### config.mk
export PLATFORM = sky130hd
export DESIGN_NAME = ysyx_23060208_clint_axil
export DESIGN_NICKNAME = d
export VERILOG_FILES = /design/src/rtl/ysyx_23060208_clint_axil.sv
export SDC_FILE = /design/constraint.sdc
export NUM_CORES = 1
export LEC_CHECK = 0
export ABC_AREA = 1
export CELL_PAD_IN_SITES_DETAIL_PLACEMENT = 2
export CELL_PAD_IN_SITES_GLOBAL_PLACEMENT = 2
export CORE_UTILIZATION = 34
export CTS_CLUSTER_DIAMETER = 200
export DETAILED_ROUTE_END_ITERATION = 12
export PLACE_DENSITY = 0.85
export SYNTH_ARGS = -nofsm -noshare
export SYNTH_HDL_FRONTEND = slang
export SYNTH_SLANG_ARGS = --single-unit
### constraint.sdc
create_clock -name clk -period 6 [get_ports clk]
set_input_delay 1.2 -clock clk [delete_from_list [all_inputs] [get_ports clk]]
set_output_delay 1.2 -clock clk [all_outputs]
set_load 0.05 [all_outputs]
### src/rtl/ysyx_23060208_clint_axil.sv
`default_nettype none
// ============================================================================
// Module      : ysyx_23060208_clint_axil
// Description : AXI-Lite core-local interruptor (msip, 64-bit mtime/mtimecmp)
//               driving the machine timer and software interrupt lines.
// Revision    : 1.0 - initial release
// ============================================================================
module ysyx_23060208_clint_axil #(
  parameter int          DATA_WIDTH = 32,
  parameter logic [31:0] BASE_ADDR  = 32'h0200_0000,
  parameter int          TICK_DIV   = 1
) (
  input  logic                    clk,
  input  logic                    rst,
  input  logic [DATA_WIDTH-1:0]   clint_araddr,
  input  logic                    clint_arvalid,
  output logic                    clint_arready,
  output logic [DATA_WIDTH-1:0]   clint_rdata,
  output logic [1:0]              clint_rresp,
  output logic                    clint_rvalid,
  input  logic                    clint_rready,
  input  logic [DATA_WIDTH-1:0]   clint_awaddr,
  input  logic                    clint_awvalid,
  output logic                    clint_awready,
  input  logic [DATA_WIDTH-1:0]   clint_wdata,
  input  logic [DATA_WIDTH/8-1:0] clint_wstrb,
  input  logic                    clint_wvalid,
  output logic                    clint_wready,
  output logic [1:0]              clint_bresp,
  output logic                    clint_bvalid,
  input  logic                    clint_bready,
  output logic                    mtip,
  output logic                    msip
);

  localparam logic [15:0] c_off_msip     = 16'h0000;
  localparam logic [15:0] c_off_cmp_lo   = 16'h4000;
  localparam logic [15:0] c_off_cmp_hi   = 16'h4004;
  localparam logic [15:0] c_off_mtime_lo = 16'hBFF8;
  localparam logic [15:0] c_off_mtime_hi = 16'hBFFC;
  localparam logic [1:0]  c_okay         = 2'b00;
  localparam logic [1:0]  c_decerr       = 2'b11;
  localparam int          c_pw           = (TICK_DIV > 1) ? $clog2(TICK_DIV) : 1;

  typedef enum logic [0:0] {R_IDLE, R_RESP} r_state_e;
  typedef enum logic [1:0] {W_IDLE, W_AW, W_W, W_RESP} w_state_e;

  function automatic logic dec_err(input logic [31:0] a);
    logic hit;
    hit = (a[15:0] == c_off_msip)     || (a[15:0] == c_off_cmp_lo) ||
          (a[15:0] == c_off_cmp_hi)   || (a[15:0] == c_off_mtime_lo) ||
          (a[15:0] == c_off_mtime_hi);
    return (a[31:16] != BASE_ADDR[31:16]) || !hit;
  endfunction

  function automatic logic [31:0] merge(input logic [31:0] old_v,
                                        input logic [31:0] new_v,
                                        input logic [3:0]  strb);
    logic [31:0] res;
    res = old_v;
    for (int i = 0; i < 4; i++) begin
      if (strb[i]) res[8*i +: 8] = new_v[8*i +: 8];
    end
    return res;
  endfunction

  r_state_e    r_state_q, r_state_d;
  w_state_e    w_state_q, w_state_d;
  logic        alive_q;
  logic [31:0] rdata_q;
  logic [1:0]  rresp_q, bresp_q;
  logic [31:0] awaddr_q, wdata_q;
  logic [3:0]  wstrb_q;
  logic [63:0] mtime_q, mtime_d, mtimecmp_q, mtimecmp_d;
  logic        msip_q, msip_d, mtip_q;
  logic [c_pw-1:0] presc_q;

  logic        ar_fire, aw_fire, w_fire, commit, tick;
  logic [31:0] rd_data, wr_addr, wr_data;
  logic [3:0]  wr_strb;
  logic [63:0] mtime_inc;

  // Readys stay low until the first edge after reset has been released.
  assign clint_arready = alive_q && (r_state_q == R_IDLE);
  assign clint_awready = alive_q && ((w_state_q == W_IDLE) || (w_state_q == W_W));
  assign clint_wready  = alive_q && ((w_state_q == W_IDLE) || (w_state_q == W_AW));
  assign clint_rvalid  = (r_state_q == R_RESP);
  assign clint_bvalid  = (w_state_q == W_RESP);
  assign clint_rdata   = rdata_q;
  assign clint_rresp   = rresp_q;
  assign clint_bresp   = bresp_q;
  assign mtip          = mtip_q;
  assign msip          = msip_q;

  assign ar_fire   = clint_arvalid && clint_arready;
  assign aw_fire   = clint_awvalid && clint_awready;
  assign w_fire    = clint_wvalid && clint_wready;
  assign tick      = (presc_q == c_pw'(TICK_DIV - 1));
  assign mtime_inc = mtime_q + {63'd0, tick};

  always_comb begin
    rd_data = '0;
    case (clint_araddr[15:0])
      c_off_msip:     rd_data = {31'd0, msip_q};
      c_off_cmp_lo:   rd_data = mtimecmp_q[31:0];
      c_off_cmp_hi:   rd_data = mtimecmp_q[63:32];
      c_off_mtime_lo: rd_data = mtime_q[31:0];
      c_off_mtime_hi: rd_data = mtime_q[63:32];
      default:        rd_data = '0;
    endcase
    if (dec_err(clint_araddr)) rd_data = '0;
  end

  always_comb begin
    r_state_d = r_state_q;
    case (r_state_q)
      R_IDLE:  if (ar_fire) r_state_d = R_RESP;
      R_RESP:  if (clint_rready) r_state_d = R_IDLE;
      default: r_state_d = R_IDLE;
    endcase
  end

  // The half that arrives last comes straight from the bus; the other is latched.
  always_comb begin
    w_state_d = w_state_q;
    wr_addr   = awaddr_q;
    wr_data   = wdata_q;
    wr_strb   = wstrb_q;
    commit    = 1'b0;
    case (w_state_q)
      W_IDLE: begin
        wr_addr = clint_awaddr;
        wr_data = clint_wdata;
        wr_strb = clint_wstrb;
        commit  = aw_fire && w_fire;
        if (commit)       w_state_d = W_RESP;
        else if (aw_fire) w_state_d = W_AW;
        else if (w_fire)  w_state_d = W_W;
      end
      W_AW: begin
        wr_data = clint_wdata;
        wr_strb = clint_wstrb;
        commit  = w_fire;
        if (commit) w_state_d = W_RESP;
      end
      W_W: begin
        wr_addr = clint_awaddr;
        commit  = aw_fire;
        if (commit) w_state_d = W_RESP;
      end
      W_RESP:  if (clint_bready) w_state_d = W_IDLE;
      default: w_state_d = W_IDLE;
    endcase
  end

  // Written bytes override the ticked value; untouched bytes keep counting.
  always_comb begin
    mtime_d    = mtime_inc;
    mtimecmp_d = mtimecmp_q;
    msip_d     = msip_q;
    if (commit && !dec_err(wr_addr)) begin
      case (wr_addr[15:0])
        c_off_msip:     if (wr_strb[0]) msip_d = wr_data[0];
        c_off_cmp_lo:   mtimecmp_d[31:0]  = merge(mtimecmp_q[31:0], wr_data, wr_strb);
        c_off_cmp_hi:   mtimecmp_d[63:32] = merge(mtimecmp_q[63:32], wr_data, wr_strb);
        c_off_mtime_lo: mtime_d[31:0]     = merge(mtime_inc[31:0], wr_data, wr_strb);
        c_off_mtime_hi: mtime_d[63:32]    = merge(mtime_inc[63:32], wr_data, wr_strb);
        default:        msip_d = msip_q;
      endcase
    end
  end

  always_ff @(posedge clk) begin
    if (rst) begin
      alive_q    <= 1'b0;
      r_state_q  <= R_IDLE;
      w_state_q  <= W_IDLE;
      rdata_q    <= '0;
      rresp_q    <= c_okay;
      bresp_q    <= c_okay;
      awaddr_q   <= '0;
      wdata_q    <= '0;
      wstrb_q    <= '0;
      mtime_q    <= '0;
      mtimecmp_q <= '1;
      msip_q     <= 1'b0;
      mtip_q     <= 1'b0;
      presc_q    <= '0;
    end else begin
      alive_q    <= 1'b1;
      r_state_q  <= r_state_d;
      w_state_q  <= w_state_d;
      mtime_q    <= mtime_d;
      mtimecmp_q <= mtimecmp_d;
      msip_q     <= msip_d;
      mtip_q     <= (mtime_q >= mtimecmp_q);
      presc_q    <= tick ? '0 : presc_q + 1'b1;
      if (ar_fire) begin
        rdata_q <= rd_data;
        rresp_q <= dec_err(clint_araddr) ? c_decerr : c_okay;
      end
      if (aw_fire) awaddr_q <= clint_awaddr;
      if (w_fire) begin
        wdata_q <= clint_wdata;
        wstrb_q <= clint_wstrb;
      end
      if (commit) bresp_q <= dec_err(wr_addr) ? c_decerr : c_okay;
    end
  end

endmodule
`default_nettype wire
# Yosys cells after proc, flatten, opt, wreduce, memory -nomap -nowiden
# Index checks and enable logic that the tools add are counted.
# word_totals
register_bits	239
in_bits	107
output_inout_bits	43
elab_cells	112
# op_classes
addsub	2
order_cmp	1
eq_ne	17
muxes	30
n_bitwise	2
reduce_logical	39
# ops
cell	count
two-way mux 32 bit	5
case mux 32 bit (5 select lines)	1
adder 64 x 1 -> 64 bit	1
== test 16 x 15 -> 1 bit (second input constant)	4
== test 16 bit (second input constant)	4
>= comparator 64 bit	1
two-way mux 64 bit	1
two-way mux 8 bit	8
zero test 16 bit	2
!= test 16 x 10 -> 1 bit (second input constant)	2
AND reduction 3 bit	9
two-way mux 2 bit	8
logical OR 1 bit	12
logical AND 1 bit	8
case mux 2 bit (4 select lines)	1
OR reduction 2 bit	3
== test 2 bit (second input constant)	2
two-way mux 4 bit	1
!= test 2 bit (second input constant)	2
!= test 4 x 3 -> 1 bit (second input constant)	1
AND reduction 4 bit	1
zero test 1 bit	3
two-way mux 1 bit	3
case mux 1 bit (3 select lines)	1
other kinds (6)	7

# Longest topological paths before layout
# logic_depth
word_depth	13
mapped_depth	19
mapped_depth_nobuf	17

# Worst setup path before layout
# Ideal clock, no wire load.
# synth_path
kind	register to register
startpoint	register w_state_q[0]
endpoint	register mtimecmp_q[15]
t_arrival_ps	2955
required_time_ps	5866
setup_slack_ps	2911
path_stages_with_launch	14
path_buffers	2
period_less_slack_ps	3089
cell_sequence	dfxtp_1 inv_1 ha_1 nor2_4 buf_4 nor2_1 nand2_1 o21ai_1 nand3_1 nor2_1 buf_2 nand4_1 nand2_1 nand3_1
# synth_via
word_cells_on_any_way	31
cone_classes	eq/ne: 7; mux: 4; reduce/logical: 20
# synth_rtl
element	line	source
from (decl)	68	w_state_e w_state_q, w_state_d;
from (signal assigned)	192	w_state_q <= w_state_d;
== test 2 bit or zero test 2 bit (tied branches)	85	assign clint_awready = alive_q && ((w_state_q == W_IDLE) || (w_state_q == W_W));
logical OR 1 bit *	85	
logical AND 1 bit *	85	
named net clint_awready	24	output logic clint_awready,
logical AND 1 bit *	96	assign aw_fire = clint_awvalid && clint_awready;
logical AND 1 bit	135	commit = aw_fire && w_fire;
case mux 1 bit (3 select lines) *	130	case (w_state_q)
logical AND 1 bit *	161	if (commit && !dec_err(wr_addr)) begin
AND reduction 3 bit (no line) *	-	
to (signal assigned)	194	mtimecmp_q <= mtimecmp_d;
to (decl)	74	logic [63:0] mtime_q, mtime_d, mtimecmp_q, mtimecmp_d;
# The timed path passes the listed nets; every way through them passes the cells marked *.
# A chain may end at the register's enable or synchronous reset.

# Worst setup path in the final report
# layout_path
startpoint	register w_state_q[0]
endpoint	register mtimecmp_q[7]
# layout_via
elab_chain_cells	13
word_cells_on_any_way	31
cone_classes	eq/ne: 7; mux: 4; reduce/logical: 20
# layout_rtl
element	line	source
== test 2 bit or zero test 2 bit (tied branches)	85, 130, 86	
OR reduction 2 bit (no line)	-	
two-way mux 32 bit	130	
== test 16 x 15 -> 1 bit or zero test 16 bit (tied branches)	50, 162	
logical OR 1 bit (2 in a row)	50	hit = (a[15:0] == c_off_msip) || (a[15:0] == c_off_cmp_lo) ||
logical OR 1 bit (2 in a row)	51	(a[15:0] == c_off_cmp_hi) || (a[15:0] == c_off_mtime_lo) ||
zero test 1 bit	53	return (a[31:16] != BASE_ADDR[31:16]) || !hit;
logical OR 1 bit	53	
zero test 1 bit	161	
logical AND 1 bit	161	
AND reduction 3 bit (no line)	-	
# Parallel ways exist; a longest one is shown, timed or not.

==> flow_metrics.py <==
metrics = {
    "clock_tree": {
        "clock_latency_ps": 590,
        "clock_sinks": 237,
        "htreeDepth": 1,
        "clk_pin_slew_worst_paths_ps": 60,
        "cts_resized": 0,
        "cts_buffers": 30,
        "root_buffer": "clkbuf_16",
        "cts_hold_buf": 0,
        "cts_tree": "built",
        "post_cts_buffers": 0,
        "clockBufferDepth": 3,
    },
    "power_and_ir_drop": {
        "switchingPower_mw": 2.19,
        "power_mw": 5.51,
        "p_per_area_nw_per_um2": 305,
        "total_leakage_power_nw": 7.89,
        "internal-power_mw": 3.32,
        "combPwrFrac_pct": 33.8,
        "seq_power_share_pct": 30.7,
        "pwr-share-clk_pct": 35.5,
        "vdd_ir_drop_max_uv": 208,
        "p_sw_share_pct": 39.8,
    },
    "drt": {
        "drt_iter0_drc": 1052,
        "routed_via_density": 5.64,
        "ant_nets": 0,
        "wirelength_mm": 73.8,
        "firstDrtPassIters": 5,
        "wl_per_cell_um": 24.0,
        "drc": 0,
        "vias": 17400,
    },
    "timing": {
        "rsz0062_at_grt": "no",
        "post-route-period-util_pct": 80.1,
        "worst-slew-pin-transition_ps": 1000,
        "tns_ps": 0,
        "hold_viol": 0,
        "slew_headroom_pct": 32.7,
        "slew_violations": 0,
        "clock.fmax_ghz": 0.208,
        "fin_skew_ps": 18.3,
        "setup_violations": 0,
        "min_period_ps": 4800,
    },
    "worst_setup_path": {
        "end_kind": "flop",
        "crit_path_max_fanout": 41,
        "crit_required_ps": 6510,
        "crit_path_start_kind": "flop",
        "timing.rr.start": "w_state_q[0]",
        "arrival_ps": 5320,
        "reg2reg_depth": 16,
        "r2r_setup_slack_ps": 1200,
        "r2r-end": "mtimecmp_q[7]",
        "path_class": "flop to flop",
    },
    "layout": {
        "diodes": 0,
        "fin_area_um2": 18100,
        "filler_cell_count": 5367,
        "num-nets-final": 2644,
        "drive_gt1_share_pct": 4.62,
        "syn_to_final_growth_pct": 19.8,
        "layoutNonFillerInstCount": 3074,
    },
    "logic_synthesis": {
        "ys_async_sr_fraction_pct": 0,
        "yosys-top-cells-area": "dfxtp_1 31%, nand2_1 18%, a21oi_1 6.7%",
        "syn_inst": 2368,
        "ys_ff_latch": 237,
        "synth_enable_flop_cells": 0,
        "synth_warnings": 0,
        "synth_top_area_cell": "dfxtp_1",
        "synth_fp_nets": 2546,
        "yosysUniqueCellTypes": 45,
        "synth.yosys.seq_area_share_pct": 31.4,
        "ys.flop_type": "dfxtp_1",
        "synthTopCellsByCount": "705 x nand2_1, 237 x dfxtp_1, 235 x inv_1",
        "synth_most_common_cell": "nand2_1",
        "yosysTopAreaCellShare_pct": 31.4,
        "syn_area_per_cell_um2": 6.37,
        "syn_area_um2": 15100,
    },
    "die": {
        "die-area_um2": 45200,
        "row_count": 76,
        "die_y_um": 213,
        "fp.dieW_um": 213,
        "coreArea_um2": 43500,
        "start_util_pct": 34.7,
        "ios": 150,
    },
    "global_route": {
        "grt_pass1_vias": 19000,
        "global_route.usage.total_pct": 32.6,
        "overflow": 0,
        "grt_pass1_wl_mm": 112,
        "grt_max_degree": 113,
        "antenna_found_initial": 1,
    },
    "hold_path": {
        "min_from": "wdata_q[20]",
        "hold_path_end": "wdata_q[20]",
        "hold_depth": 2,
        "hold_class": "flop to flop",
    },
    "place": {
        "post-dp-hpwl_mm": 55.0,
        "dp.cells": 3019,
        "placed_cell_area_um2": 17000,
        "port-buffer-count": 149,
        "routabilityCongestion": 0.980,
    },
    "run": {
        "maxCapViolCount": 0,
    },
    "status": {
        "status": "completed",
    },
}
## per-stage QoR
stage                     hold WS (ps)  util, %  setup WS (ps)
after floorplan                    429        -           2910
after global placement             440     39.2           1480
after detailed placement           452     39.2           1280
after CTS                          458     41.6           1170
after global routing               473     41.6            813
final                              457     41.6           1200
## worst max-delay path, cell delays in order, from the launching register on
cell and delay [ps]:
dfxtp_1 370, inv_1 110, ha_1 340, nor2_4 800
nand2_1 150, nand2_1 210, nand2_1 90, nor2_1 110
nand2_1 100, nor2_4 110, buf_4 380, nor2_1 100
nand3_2 410, nand2_2 440, nor2_2 670, nand3_1 170
nand3_1 120
## flip-flops by register name, summed over array words and instances, names as in the netlist, 2 cells and up
name	flops
wstrb_q	4
wdata_q	32
mtime_q	64
w_state_q	2
clint_rdata	32
awaddr_q	32
mtimecmp_q	64
## worst max path at each step
| stage | startpoint | end | slack [ps] | cells after the start |
|---|---|---|---|---|
| after CTS | w_state_q[0] | mtimecmp_q[7] | 1170 | 16 |
| after global routing | w_state_q[1] | mtimecmp_q[33] | 810 | 16 |
| after detailed placement | clint_awaddr[9] | mtimecmp_q[3] | 1280 | 14 |
| final | w_state_q[0] | mtimecmp_q[7] | 1200 | 16 |
| after floorplan | w_state_q[0] | mtimecmp_q[15] | 2910 | 13 |
| after global placement | clint_awaddr[0] | mtimecmp_q[4] | 1480 | 15 |
## power by group through the flow
stage                     registers (mW)  logic [mW]  clock network [mW]
final                               1.69        1.86                1.96
after global placement              1.72        1.73                   0
after CTS                           1.69        1.86                2.00
after floorplan                     1.72        1.13                   0
after global routing                1.70        2.00                2.05
after detailed placement            1.72        1.81                   0
## placed cells by master (no fill, tap or decap), types with 3 or more instances in the layout
| cell | Yosys | layout |
|---|---|---|
| mux2_2 | 12 | 12 |
| o21a_1 | 4 | 4 |
| clkbuf_8 | 0 | 12 |
| nor2_4 | 5 | 6 |
| buf_4 | 10 | 26 |
| o22ai_1 | 55 | 55 |
| nand3_1 | 193 | 193 |
| inv_1 | 235 | 235 |
| dfxtp_1 | 237 | 237 |
| clkinv_1 | 3 | 3 |
| and2_1 | 3 | 3 |
| o21ai_0 | 141 | 139 |
| a21boi_0 | 11 | 11 |
| nor3_1 | 19 | 19 |
| clkinv_2 | 0 | 6 |
| nor2_1 | 199 | 198 |
| nor3b_1 | 3 | 3 |
| nor2_2 | 3 | 3 |
| clkbuf_16 | 0 | 31 |
| inv_2 | 5 | 4 |
| nor4_1 | 12 | 12 |
| clkdlybuf4s50_1 | 0 | 148 |
| nand4_1 | 45 | 45 |
| nand2_1 | 705 | 704 |
| ha_1 | 71 | 71 |
| xor2_1 | 54 | 54 |
| a21oi_1 | 203 | 203 |
| o21ai_1 | 11 | 13 |
| mux2i_1 | 6 | 6 |
| clkbuf_1 | 77 | 3 |
## cells by family after synthesis
logic type	Yosys count	synth area share, %
buf+inv	352	9.40
compound gates	435	15.3
flops	237	31.4
xor+xnor	56	3.25
other cells	1	0.0248
fa+ha+maj	71	5.89
mux	18	1.29
simple gates	1198	33.4
## cell type report
cell class	instances	area (um2)	area share [%]
clock buffer	46	952	5.27
timing repair buffer	175	1700	9.39
multi-input combinational	1779	8940	49.4
tap	585	732	4.05
inverter	243	913	5.05
clock inverter	9	100	0.554
sequential	237	4740	26.2
## per-layer routing
| layer | GRT usage, % | vias to the layer above | part of all wire (%) |
|---|---|---|---|
| met2 | 56.7 | 456 | 49 |
| met1 | 39.0 | 8768 | 41 |
| met4 | 19.3 | 2 | 6.5 |
| met3 | 3.04 | 191 | 3.8 |
| li1 | - | 7933 | - |
| met5 | 0 | - | 0.015 |
No activity file was read; power rests on OpenSTA's default activity.
